### src/rtl/data_distributor.sv
// 1-to-2 sequential data distributor: each incoming word goes to the S or T branch,
// and each branch has its own 2-entry FIFO, valid/ready output and pop counter.

module data_distributor_fifo #(
    parameter int unsigned WIDTH = 32,
    parameter int unsigned CNT_W = 16
) (
    input  logic             clk,
    input  logic             rst,
    input  logic             push_i,
    input  logic [WIDTH-1:0] data_i,
    output logic             space_o,
    output logic [WIDTH-1:0] data_o,
    output logic             valid_o,
    input  logic             ready_i,
    output logic [CNT_W-1:0] cnt_o
);
    typedef enum logic [1:0] {EMPTY, ONE, FULL} state_t;

    state_t           state_q, state_d;
    logic [WIDTH-1:0] mem_q [2];
    logic             rd_ptr_q;
    logic             wr_ptr_q;
    logic             valid_q;
    logic [CNT_W-1:0] cnt_q;
    logic             pop;

    assign pop = valid_q && ready_i;

    always_comb begin
        state_d = state_q;
        case (state_q)
            EMPTY:   if (push_i) state_d = ONE;
            ONE: begin
                if (push_i && !pop)      state_d = FULL;
                else if (pop && !push_i) state_d = EMPTY;
            end
            FULL:    if (pop && !push_i) state_d = ONE;
            default: state_d = EMPTY;
        endcase
    end

    always_ff @(posedge clk) begin
        if (rst) begin
            state_q  <= EMPTY;
            valid_q  <= 1'b0;
            rd_ptr_q <= 1'b0;
            wr_ptr_q <= 1'b0;
            cnt_q    <= '0;
            mem_q[0] <= '0;
            mem_q[1] <= '0;
        end else begin
            state_q <= state_d;
            valid_q <= (state_d != EMPTY);
            if (push_i) begin
                mem_q[wr_ptr_q] <= data_i;
                wr_ptr_q        <= ~wr_ptr_q;
            end
            if (pop) begin
                rd_ptr_q <= ~rd_ptr_q;
                cnt_q    <= cnt_q + CNT_W'(1);
            end
        end
    end

    // A full FIFO can still take a word in the same cycle its head leaves.
    assign space_o = (state_q != FULL) || ready_i;
    assign data_o  = valid_q ? mem_q[rd_ptr_q] : '0;
    assign valid_o = valid_q;
    assign cnt_o   = cnt_q;
endmodule

module data_distributor #(
    parameter int unsigned WIDTH = 32,
    parameter int unsigned CNT_W = 16
) (
    input  logic             clk,
    input  logic             rst,
    input  logic [WIDTH-1:0] In,
    input  logic             Ctrl,
    input  logic             InValid,
    output logic             InReady,
    output logic [WIDTH-1:0] OutS,
    output logic             OutSValid,
    input  logic             OutSReady,
    output logic [WIDTH-1:0] OutT,
    output logic             OutTValid,
    input  logic             OutTReady,
    output logic [CNT_W-1:0] CntS,
    output logic [CNT_W-1:0] CntT
);
    logic s_space, t_space;
    logic push_s, push_t;

    // Head-of-line: readiness follows only the selected branch.
    assign InReady = Ctrl ? t_space : s_space;
    assign push_s  = InValid && InReady && !Ctrl;
    assign push_t  = InValid && InReady && Ctrl;

    data_distributor_fifo #(.WIDTH(WIDTH), .CNT_W(CNT_W)) u_fifo_s (
        .clk     (clk),
        .rst     (rst),
        .push_i  (push_s),
        .data_i  (In),
        .space_o (s_space),
        .data_o  (OutS),
        .valid_o (OutSValid),
        .ready_i (OutSReady),
        .cnt_o   (CntS)
    );

    data_distributor_fifo #(.WIDTH(WIDTH), .CNT_W(CNT_W)) u_fifo_t (
        .clk     (clk),
        .rst     (rst),
        .push_i  (push_t),
        .data_i  (In),
        .space_o (t_space),
        .data_o  (OutT),
        .valid_o (OutTValid),
        .ready_i (OutTReady),
        .cnt_o   (CntT)
    );
endmodule

### config.mk
export PLATFORM = sky130hd
export DESIGN_NAME = data_distributor
export DESIGN_NICKNAME = d
export VERILOG_FILES = /design/src/rtl/data_distributor.sv
export SDC_FILE = /design/constraint.sdc
export NUM_CORES = 1
export LEC_CHECK = 0
export ABC_CLOCK_PERIOD_IN_PS = 4970
export CAP_MARGIN = 20
export CELL_PAD_IN_SITES_DETAIL_PLACEMENT = 1
export CELL_PAD_IN_SITES_GLOBAL_PLACEMENT = 1
export CORE_ASPECT_RATIO = 0.8
export CORE_MARGIN = 2
export CORE_UTILIZATION = 46
export DETAILED_ROUTE_END_ITERATION = 7
export HOLD_SLACK_MARGIN = 0.15
export PLACE_DENSITY = 0.93
export SYNTH_ARGS = -nofsm -noshare
export SYNTH_HDL_FRONTEND = slang
export SYNTH_HIERARCHICAL = 1
export SYNTH_SLANG_ARGS = --single-unit
### constraint.sdc
create_clock -name clk -period 4.97 [get_ports clk]
set_input_delay 0.497 -clock clk [delete_from_list [all_inputs] [get_ports clk]]
set_output_delay 0.497 -clock clk [all_outputs]
set_load 0.05 [all_outputs]
After elaboration in Yosys (flattened, before gate mapping)
Memory sizes are Yosys's and may differ from the RTL's. A register that Yosys moved wholly into a read port is not among the register bits.
Index checks and enable logic that the tools add are counted.
{"block": "classes", "reduce_logical": 22, "add_sub_neg": 2, "mux": 31, "bitwise_logic": 4, "eq_ne": 6}
{"operator": "32-bit 2-to-1 mux", "n": 4}
{"operator": "32-bit OR reduction", "n": 2}
{"operator": "16-bit by 1-bit adder with 16-bit output, second input constant", "n": 2}
{"operator": "1-bit 2-to-1 mux", "n": 17}
{"operator": "2-bit 2-to-1 mux", "n": 8}
{"operator": "2-bit one-hot mux with 3 select lines", "n": 2}
{"operator": "1-bit logical AND", "n": 9}
{"operator": "1-bit logical NOT", "n": 5}
{"operator": "2-bit by 1-bit == test with 1-bit output, second input constant", "n": 2}
{"operator": "2-bit == test, second input constant", "n": 2}
{"operator": "2-bit logical NOT", "n": 2}
{"operator": "2-bit inequality test, second input constant", "n": 2}
{"operator": "1-bit inverter", "n": 4}
{"operator": "2-bit nonzero test", "n": 2}
{"operator": "1-bit logical OR", "n": 2}
{"block": "word_totals", "regBits": 42, "in_bits": 38, "mem_count": 2, "output_inout_bits": 99, "wordCells": 77, "mem_bits_rw": 128}
{"memory": "u_fifo_s.mem_q", "words": 2, "width": 32, "read_ports": 1, "rd_ports_with_merged_regs": 1, "wr": 2, "line_no": "21", "text": "logic [WIDTH-1:0] mem_q [2];"}
{"memory": "u_fifo_t.mem_q", "words": 2, "width": 32, "read_ports": 1, "rd_ports_with_merged_regs": 1, "wr": 2, "line_no": "21"}

Depth between registers and ports, before layout
{"block": "logic_depth", "ltp_word": 11, "ltp_mapped": 7, "mapped_depth_nobuf": 6}

By module
The synthesis kept the hierarchy.
{"module": "data_distributor_fifo", "cells_per_inst": 319, "area_per_inst_um2": 3902.5, "seq_area_each_um2": 2362.3, "instances": 2}
{"module": "data_distributor", "cells_per_inst": 3, "area_per_inst_um2": 32.5, "seq_area_each_um2": 0.0, "instances": 1}

Least setup slack after synthesis
OpenSTA, ideal clock, no wires.
{"block": "synth_timing", "kind": "register -> output", "from": "reg u_fifo_s.valid_q, in the netlist u_fifo_s/valid_o", "to": "out OutS[10]", "stages_incl_launch_ff": 4, "path_slack_ps": 2631, "required_ps": 4473, "arrival_ps": 1842, "path_buffers": 2, "cell_sequence": "dfxtp_1 buf_2 clkbuf_1 nor2b_1"}
{"block": "synth_between", "elab_chain_len": 1}
{"element": "start, declared", "line_no": "24", "text": "logic valid_q;"}
{"element": "start signal, assigned", "line_no": "54", "text": "valid_q <= (state_d != EMPTY);"}
{"element": "32-bit 2-to-1 mux", "line_no": "68", "text": "assign data_o = valid_q ? mem_q[rd_ptr_q] : '0;"}
{"element": "end, declared", "line_no": "83", "text": "output logic [WIDTH-1:0] OutS,"}
No other way between the ends.

==> flow_summary.json <==
{
  "wirelength_mm": 21.3,
  "cap_violations": 0,
  "insertion_delay_ns": 0.43,
  "status": "completed",
  "ys_seq_area_frac": 0.603,
  "power_density_nw_per_um2": 331,
  "worstPathArrival_ns": 2.87,
  "die_w_um": 150,
  "grt_max_degree": 43,
  "post-place-ws_ns": 1.68,
  "crit_path_end_kind": "primary output",
  "synth_cells": 641,
  "criticalPathCategory": "reg2out",
  "drive_above_1_share": 0.0780,
  "yosysWarnings": 6,
  "grt_pass1_vias": 5712,
  "rsz0062_at_grt": "no",
  "ys_ff_latch": 172,
  "cts_hold_buf": 0,
  "cp_cell_sequence": "mux2i_1 -> nor2b_1 -> clkdlybuf4s50_1",
  "cts_resized": 0,
  "gp_congestion": 0.817,
  "die-area_um2": 18100,
  "clk_pin_slew_ns": 0.06,
  "post_cts_buffers": 0,
  "setup_viol_count_final": 0,
  "die_y_um": 121,
  "syn-cell-area_um2": 7840,
  "start_util": 0.472,
  "cpPeakStageDelay_ns": 1.04,
  "placed_area_um2": 9400,
  "min_period_ns": 3.37,
  "grt_pass1_wl_mm": 32.9,
  "path_max_fanout": 32,
  "synth_fp_nets": 681,
  "fillCellCount": 1705,
  "worst-slew-pin-transition_ns": 1.08,
  "synth_compound_area_frac": 0.0278,
  "tns_ns": 0,
  "synth-xor-area-share": 0.0291,
  "hold_viol_final": 0,
  "nets": 809,
  "muxShareOfSynthArea": 0.0837,
  "cts_sinks": 172,
  "hold_path.class": "in2reg",
  "synth_edf_count": 128,
  "start_kind": "flop",
  "num_antenna_cells": 0,
  "required_ns": 4.47,
  "drt-initial-drc-count": 309,
  "antenna_found_initial": 0,
  "avgSynthCellArea_um2": 12.2,
  "yosys.area.top_type_share": 0.490,
  "ys.flop_type": "edfxtp_1",
  "areaGrowthSynthToFinish_pct": 27.2,
  "placed_cells": 969,
  "setup_slack_ns": 1.60,
  "timing.final.crit_share": 0.678,
  "rows": 42,
  "globalRoute.totalOverflow": 0,
  "max_freq_mhz": 297,
  "h-tree-depth": 4,
  "async_reset_ff_frac": 0,
  "relSlewSlack": 0.281,
  "final_max_slew_viol_count": 0,
  "fin_area_um2": 9970,
  "tritoncts": "built",
  "via_per_inst": 5.41,
  "yosysUniqueCellTypes": 38,
  "synth_fa_ha_area_frac": 0.00319,
  "stdcell_count": 1002,
  "ir_drop_mv": 0.258,
  "critPathSlowestCell": "dfxtp_2",
  "wire_per_inst_um": 21.3,
  "synthTopCellsByCount": "and2_1, edfxtp_1, nor2b_1",
  "cts-root-buf": "clkbuf_16",
  "vias": 5422,
  "grt_util_all_layers": 0.241,
  "yosysTopAreaCell": "edfxtp_1",
  "power.leakage_nw": 3.44,
  "cts_max_path_buffers": 2,
  "dp_hpwl_mm": 13.8,
  "core_area_um2": 16600,
  "final.setup_skew_ns": 0.00505,
  "synthSimpleGateAreaFrac": 0.234,
  "drt_first_pass_iters": 4,
  "total_power_w": 0.00330,
  "drtAntennaViolNets": 0,
  "drc": 0,
  "port_buffers": 136,
  "boundaryPins": 137,
  "numCtsBuffers": 17,
  "synth_top_family_by_area": "simple AND/OR/NAND/NOR gates",
  "ys_top_cells_by_area": "edfxtp_1, dfxtp_1, and2_1"
}
sequential cells by signal, indices dropped and copies added (netlist names), named ones only:
name and flops:
u_fifo_s/mem_q 64, u_fifo_t/mem_q 64, u_fifo_s/cnt_o 16, u_fifo_t/cnt_o 16, u_fifo_s/state_q 2, u_fifo_t/state_q 2
u_fifo_s/rd_ptr_q 1, u_fifo_s/valid_o 1, u_fifo_s/wr_ptr_q 1, u_fifo_t/rd_ptr_q 1, u_fifo_t/valid_o 1, u_fifo_t/wr_ptr_q 1
path summary, 6_finish.rpt:
path                                        start                             endpoint  slack [ns]  cells after the start
setup / recovery                             flop                             OutT[21]        1.60                      3
hold / removal                                rst       u_fifo_t/rd_ptr_q$_SDFFE_PP0P_        0.42                      2
setup reg to reg   u_fifo_s/state_q[1]$_SDFF_PP0_  u_fifo_s/mem_q[1][17]$_SDFFCE_PN0P_        2.29                      6
hold reg to reg   u_fifo_s/cnt_o[13]$_SDFFE_PP0P_      u_fifo_s/cnt_o[13]$_SDFFE_PP0P_        0.52                      2
critical path, delay by kind of cell, from the launching register on:
family                 cells  cell delay [ns]
buffers and inverters      1             0.87
flip-flops                 1             1.04
multiplexers               1             0.22
AND/OR/NAND/NOR            1             0.30
layout by cell type, fill, tap and decap left out, types with 6 or more instances in the layout:
| master | count |
|---|---|
| clkdlybuf4s50_1 | 135 |
| and2_1 | 128 |
| edfxtp_1 | 128 |
| nor2b_1 | 68 |
| mux2i_1 | 64 |
| dfxtp_1 | 42 |
| nor2_1 | 30 |
| clkbuf_16 | 17 |
| a21oi_1 | 16 |
| nand2_1 | 14 |
| xor2_1 | 14 |
| nand4_1 | 12 |
| xnor2_1 | 12 |
| buf_4 | 8 |
| nand3_1 | 8 |
| o21ai_0 | 8 |
| nand2b_1 | 6 |
| nor3_1 | 6 |
routing by layer:
layer / global-route usage / share of wire
met5: 0 / 0
met4: 0.0531 / 0.011
met3: 0.0521 / 0.050
met2: 0.404 / 0.50
met1: 0.324 / 0.44
area by class of cell:
class / count / area [µm²] / area share
clock buffers: 17 / 425 / 0.0427
clock inverters: 15 / 124 / 0.0124
well taps: 220 / 275 / 0.0276
inverters: 2 / 7.51 / 0.000753
repair buffers: 145 / 1430 / 0.144
flip-flops and latches: 172 / 4730 / 0.474
multi-input cells: 431 / 2980 / 0.299
power breakdown:
part           switching, W  total [W]  internal (W)  leakage [nW]
Combinational      0.000234   0.000383      0.000149          1.47
Clock              0.000560    0.00125      0.000686         0.264
Sequential        0.0000538    0.00167       0.00162          1.70
logic make-up (layout without fill, tap and decap cells):
family | after synthesis | in the layout
xor gates and xnor gates | 26 | 26
adders and majority gates | 2 | 2
muxes | 65 | 65
AOI/OAI and AO/OA | 36 | 36
DFF | 172 | 172
and+or+nand+nor | 302 | 302
buffers and inverters | 38 | 179
metrics by stage:
stage | util | hold slack [ns]
after CTS | 0.599 | 0.403
after global placement | 0.566 | 0.483
final | 0.600 | 0.424
after floorplan | - | 0.472
after detailed placement | 0.566 | 0.503
after global routing | 0.600 | 0.425
Power figures use the tool's default switching activity.
